$ cat config.mk
export PLATFORM = sky130hd
export DESIGN_NAME = clk_div_multi
export DESIGN_NICKNAME = d
export VERILOG_FILES = /design/src/rtl/clkdiv_pkg.sv /design/src/rtl/clk_div_chan.sv /design/src/rtl/clk_div_multi.sv
export SDC_FILE = /design/constraint.sdc
export NUM_CORES = 1
export LEC_CHECK = 0
export CAP_MARGIN = 10
export CORE_ASPECT_RATIO = 2
export CORE_MARGIN = 2
export CORE_UTILIZATION = 60
export DETAILED_ROUTE_END_ITERATION = 10
export PLACE_DENSITY = 0.78
export SLEW_MARGIN = 10
export SYNTH_ARGS = -nofsm -noshare
export SYNTH_HDL_FRONTEND = slang
export SYNTH_HIERARCHICAL = 1
export SYNTH_SLANG_ARGS = --single-unit
$ cat constraint.sdc
create_clock -name CLKIN -period 8.5 [get_ports CLKIN]
set_clock_uncertainty 0.1 [all_clocks]
set_input_delay 1.7 -clock CLKIN [delete_from_list [all_inputs] [get_ports CLKIN]]
set_output_delay 1.7 -clock CLKIN [all_outputs]
set_load 0.05 [all_outputs]
$ cat src/rtl/clkdiv_pkg.sv
// Shared constants and helpers for the multi-channel clock divider.
// clamp_div() raises small divisors to DIV_MIN; half() gives the high-phase length.
package clkdiv_pkg;

  localparam int DIV_MIN = 2;
  localparam int CW_DEF  = 16;

  function automatic logic [31:0] clamp_div(
    input logic [31:0] d
  );
    return (d < 32'(DIV_MIN)) ? 32'(DIV_MIN) : d;
  endfunction

  function automatic logic [31:0] half(
    input logic [31:0] d
  );
    return d >> 1;
  endfunction

endpackage

$ cat src/rtl/clk_div_chan.sv
// One divider channel: active divisor, phase counter, pending divisor, outputs.
// Ports: clk, rst, en, sync, wr/wr_data (pre-clamped) in; pend, clkout, tick out.
module clk_div_chan
  import clkdiv_pkg::*;
#(
  parameter int CW      = CW_DEF,
  parameter int DEF_DIV = 4
) (
  input  logic          clk,
  input  logic          rst,
  input  logic          en,
  input  logic          sync,
  input  logic          wr,
  input  logic [CW-1:0] wr_data,
  output logic          pend,
  output logic          clkout,
  output logic          tick
);

  localparam logic [CW-1:0] DEF_D = CW'(DEF_DIV);
  localparam logic [CW-1:0] DEF_C = CW'(DEF_DIV - 1);

  logic [CW-1:0] d_q, d_d;
  logic [CW-1:0] cnt_q, cnt_d;
  logic [CW-1:0] p_q, p_d;
  logic          pend_q, pend_d;
  logic          clkout_q, clkout_d;
  logic          tick_q, tick_d;
  logic          wrap;

  // >= rather than == keeps a stray out-of-range count from running away.
  assign wrap = en & (sync | (cnt_q >= d_q - CW'(1)));

  always_comb begin
    d_d    = d_q;
    cnt_d  = cnt_q;
    p_d    = p_q;
    pend_d = pend_q;
    tick_d = 1'b0;
    if (en) begin
      if (wrap) begin
        cnt_d  = '0;
        tick_d = 1'b1;
        if (pend_q) begin
          d_d    = p_q;
          pend_d = 1'b0;
        end
      end else begin
        cnt_d = cnt_q + CW'(1);
      end
      // A write landing on a wrap is staged after the wrap consumed the old P.
      if (wr) begin
        p_d    = wr_data;
        pend_d = 1'b1;
      end
    end else if (wr) begin
      // Idle channel: apply at once, parked at the end of a low phase.
      d_d    = wr_data;
      cnt_d  = wr_data - CW'(1);
      pend_d = 1'b0;
    end
    clkout_d = cnt_d < CW'(half(32'(d_d)));
  end

  always_ff @(posedge clk) begin
    if (rst) begin
      d_q      <= DEF_D;
      cnt_q    <= DEF_C;
      p_q      <= DEF_D;
      pend_q   <= 1'b0;
      clkout_q <= 1'b0;
      tick_q   <= 1'b0;
    end else begin
      d_q      <= d_d;
      cnt_q    <= cnt_d;
      p_q      <= p_d;
      pend_q   <= pend_d;
      clkout_q <= clkout_d;
      tick_q   <= tick_d;
    end
  end

  assign pend   = pend_q;
  assign clkout = clkout_q;
  assign tick   = tick_q;

endmodule

$ cat src/rtl/clk_div_multi.sv
// NCH-channel programmable clock divider with glitch-free ratio changes.
// Ports: CLKIN, RST, EN, DIV_WR/SEL/DATA in; DIV_ACK, PEND, CLKOUT, TICK out.
// Option CLKDIV_SYNC_EN adds input SYNC to phase-align all enabled channels.
module clk_div_multi
  import clkdiv_pkg::*;
#(
  parameter  int NCH     = 4,
  parameter  int CW      = CW_DEF,
  parameter  int DEF_DIV = 4,
  localparam int SW      = (NCH > 1) ? $clog2(NCH) : 1
) (
  input  logic           CLKIN,
  input  logic           RST,
`ifdef CLKDIV_SYNC_EN
  input  logic           SYNC,
`endif
  input  logic [NCH-1:0] EN,
  input  logic           DIV_WR,
  input  logic [SW-1:0]  DIV_SEL,
  input  logic [CW-1:0]  DIV_DATA,
  output logic           DIV_ACK,
  output logic [NCH-1:0] PEND,
  output logic [NCH-1:0] CLKOUT,
  output logic [NCH-1:0] TICK
);

  localparam logic [SW:0] NCH_V = (SW + 1)'(NCH);

  logic          sel_ok;
  logic          sync_w;
  logic [CW-1:0] wr_data;
  logic          ack_q, ack_d;

`ifdef CLKDIV_SYNC_EN
  assign sync_w = SYNC;
`else
  assign sync_w = 1'b0;
`endif

  assign sel_ok  = {1'b0, DIV_SEL} < NCH_V;
  assign wr_data = CW'(clamp_div(32'(DIV_DATA)));

  always_comb begin
    ack_d = DIV_WR & sel_ok;
  end

  always_ff @(posedge CLKIN) begin
    if (RST) ack_q <= 1'b0;
    else     ack_q <= ack_d;
  end

  assign DIV_ACK = ack_q;

  for (genvar g = 0; g < NCH; g++) begin : g_ch
    logic wr_g;
    assign wr_g = DIV_WR & sel_ok & (DIV_SEL == SW'(g));

    clk_div_chan #(
      .CW      (CW),
      .DEF_DIV (DEF_DIV)
    ) u_chan (
      .clk     (CLKIN),
      .rst     (RST),
      .en      (EN[g]),
      .sync    (sync_w),
      .wr      (wr_g),
      .wr_data (wr_data),
      .pend    (PEND[g]),
      .clkout  (CLKOUT[g]),
      .tick    (TICK[g])
    );
  end

endmodule

==> reports/qor.yml <==
sta:
  tightest_slew_ns: 0.9425
  min_period_over_period_pct: 70.94
  max_freq_ghz: 0.1658
  relSlewSlack_pct: 36.97
  min_period_ns: 6.030
  rsz0062_at_grt: "false"
  setup_viol: 0
  finalMaxSlewViolations: 0
  hold_viol: 0
  fin_setup_tns_ns: 0
clock_tree:
  cts.clk_slew.worst_paths_ns: 0.07
  cts_setup_buffers: 0
  clk_latency_ns: 0.52
  cts_buffer_depth: 3
  ctsHoldBuffers: 0
  h-tree-depth: 1
  cts_tree: "built"
  cts_buffers: 21
  cts_root_buffer: "clkbuf_16"
  numClockSinks: 205
  cts_resized: 0
floorplan:
  row_count: 80
  coreArea_um2: 23820
  num_io_pins: 38
  die-area_um2: 25630
  die_width_um: 114.2
  die_y_um: 224.4
  start_util_pct: 61.17
synth:
  synth_top_family_by_area: "simple AND/OR/NAND/NOR gates"
  synthArstFlopShare_pct: 0
  netlist_instances: 1833
  synthAdderAreaFrac_pct: 11.33
  synthXorXnorAreaFrac_pct: 7.873
  synth_seq_cells: 205
  yosysSeqAreaShare_pct: 28.16
  synth_compound_area_share_pct: 19.41
  post_synth.cell_area_avg_um2: 7.950
  synthSimpleGateAreaFrac_pct: 27.17
  synthMuxAreaShare_pct: 1.374
  synth_edf_count: 0
  netlist_area_um2: 14570
  netlist-cell-type-count: 83
  synth_ff_type: "dfxtp_1"
  ys_warn_count: 6
run:
  maxCapViolations: 0
detailed_routing:
  routed_wl_um: 46100
  wl_per_cell_um: 21.62
  postRouteAntennaNets: 0
  via_per_inst: 6.667
  drc_errors: 0
  drt_iter0_drc: 1213
  vias: 14220
  drtPass1Iterations: 6
placement:
  placed_cells: 2095
  gp_congestion: 1.000
  dp_hpwl_um: 33590
  io_buffers: 37
finish:
  utilization_pct: 66.05
  fillers: 2120
  drive_above_1_share_pct: 7.154
  n_antenna_cell: 0
  fin_cells: 2132
  nets: 1988
  area_delta_synth_final_pct: 7.967
worst_setup_path:
  critPathMaxFanout: 16
  reg2reg_from: "g_ch[0].u_chan/d_q[3]"
  crit_arrival_ns: 6.38
  critPathLaunch: "g_ch[0].u_chan/d_q[3]"
  reg2regPathDepth: 18
  cp_data_required_time_ns: 8.85
  worstSetupStartpointType: "flip-flop"
  crit_end: "g_ch[0].u_chan/clkout"
  r2r_end: "g_ch[0].u_chan/clkout"
  worstSetupPathType: "reg2reg"
  rrSetupSlack_ns: 2.47
  end_kind: "flip-flop"
global_routing:
  grt_pass1_vias: 14140
  grt_max_degree: 84
  grt.total_usage_pct: 35.85
  grt_overflow: 0
  antenna_found_initial: 0
  grt_pass1_wl_um: 73150
power_and_ir_drop:
  leakage_nw: 6.117
  ir_worst_vdd_uv: 168.5
  power_density_nw_per_um2: 163.4
min_path:
  min_path_type: "reg2reg"
run_status:
  status: "completed"
## layout by cell type, fill, tap and decap left out, types with 10 or more instances in the layout
| cell | netlist | final |
|---|---|---|
| a211o_1 | 18 | 18 |
| a21o_1 | 14 | 14 |
| a21oi_1 | 139 | 139 |
| a221oi_1 | 24 | 24 |
| a22o_1 | 12 | 12 |
| a22oi_1 | 17 | 17 |
| a31oi_1 | 20 | 19 |
| and2_1 | 54 | 54 |
| and3_1 | 26 | 26 |
| buf_4 | 1 | 33 |
| clkbuf_16 | 0 | 21 |
| clkdlybuf4s50_1 | 0 | 36 |
| dfxtp_1 | 205 | 205 |
| ha_1 | 132 | 132 |
| inv_1 | 38 | 38 |
| mux2i_1 | 20 | 20 |
| nand2_1 | 241 | 241 |
| nand2b_1 | 11 | 11 |
| nand3_1 | 81 | 81 |
| nand4_1 | 26 | 26 |
| nor2_1 | 146 | 146 |
| nor2b_1 | 34 | 34 |
| nor3_1 | 44 | 44 |
| nor3b_1 | 13 | 12 |
| nor4_1 | 28 | 28 |
| o211a_1 | 10 | 10 |
| o21ai_0 | 64 | 64 |
| o22ai_1 | 22 | 22 |
| or3_1 | 15 | 15 |
| xnor2_1 | 77 | 77 |
| xor2_1 | 54 | 54 |
## layer usage
layer	wire (um)	vias up	share of wire, %	track usage (%)
met3	2386	249	5.2	3.665
met2	23150	647	50	63.61
met5	0	-	0	0
met1	16440	6691	36	38.24
met4	4128	0	9.0	27.38
li1	-	6628	-	-
## area by class of cell
cell class	instances	area (um^2)	area share (%)
Sequential cell	205	4104	26.08
Inverter	38	142.6	0.9066
Multi-Input combinational cell	1495	9824	62.44
Timing Repair Buffer	70	619.3	3.936
Tap cell	287	359.1	2.282
Clock buffer	27	578.1	3.674
Clock inverter	10	106.4	0.6759
## cell families (layout without fill, tap and decap cells)
kind of cell,Yosys count,in the layout
flops,205,205
fa+ha+maj,132,132
buf+inv,137,145
other cells,1,5
simple gates,783,783
compound gates,424,424
mux,20,20
xor+xnor,131,131
## flip-flops by register name, indices dropped and copies added (netlist names)
signal	cells
g_ch.u_chan/tick	4
g_ch.u_chan/p_q	64
g_ch.u_chan/cnt_q	64
g_ch.u_chan/clkout	4
g_ch.u_chan/d_q	64
g_ch.u_chan/pend	4
DIV_ACK	1
## worst min path at each step
stage | start | to | cells past startpoint
2_1_floorplan | g_ch[3].u_chan/p_q[10] | g_ch[3].u_chan/p_q[10] | 2
3_3_place_gp | g_ch[3].u_chan/p_q[10] | g_ch[3].u_chan/p_q[10] | 2
3_5_place_dp | g_ch[3].u_chan/p_q[4] | g_ch[3].u_chan/p_q[4] | 2
4_1_cts | g_ch[3].u_chan/p_q[4] | g_ch[3].u_chan/p_q[4] | 2
5_1_grt | g_ch[3].u_chan/p_q[4] | g_ch[3].u_chan/p_q[4] | 2
6_report | g_ch[3].u_chan/p_q[10] | g_ch[3].u_chan/p_q[10] | 2
## worst max-delay path, cell delays in order, from the launching register on
cell	delay (ns)
dfxtp_1	0.35
nor4_1	0.69
nand3_1	0.29
nor4_1	0.29
xnor2_1	0.12
ha_1	0.32
and4_1	0.32
nand4_1	0.21
a311oi_1	0.57
o31a_1	0.77
a22oi_1	0.27
and2_1	0.23
ha_1	0.31
a21o_1	0.17
a21o_1	0.18
a21oi_1	0.28
o221a_2	0.24
o2111ai_1	0.11
a21oi_1	0.13
## report_power, final
group | internal [mW] | switching, mW
registers | 0.995 | 0.0420
logic | 0.211 | 0.364
clock network | 0.543 | 0.416
## per-stage QoR
stage | hold WS (ns) | setup WS, ns | area [um^2] | power (mW)
after floorplan | 0.3312 | 3.289 | 14590 | 1.452
after global placement | 0.3373 | 2.307 | 15050 | 1.605
after detailed placement | 0.3480 | 2.123 | 15050 | 1.619
after CTS | 0.3565 | 2.649 | 15730 | 2.569
after global routing | 0.3699 | 2.174 | 15730 | 2.668
final | 0.3557 | 2.470 | 15730 | 2.571
## synthesized netlist by cell type (all sizes together) (18+ instances only)
master | n | area (um^2)
a211o | 18 | 157.7
a21oi | 139 | 695.7
a221oi | 24 | 210.2
a31oi | 20 | 125.1
and2 | 57 | 356.6
and3 | 26 | 162.7
clkbuf | 86 | 412.9
dfxtp | 205 | 4104
ha | 132 | 1652
inv | 38 | 142.6
mux2i | 20 | 200.2
nand2 | 241 | 904.6
nand3 | 82 | 415.4
nand4 | 26 | 162.7
nor2 | 146 | 548.0
nor2b | 34 | 212.7
nor3 | 47 | 250.2
nor4 | 32 | 234.0
o21ai | 71 | 377.9
o22ai | 24 | 162.7
or3 | 20 | 131.4
xnor2 | 77 | 674.4
xor2 | 54 | 473.0
No activity file was read; power rests on OpenSTA's default activity.
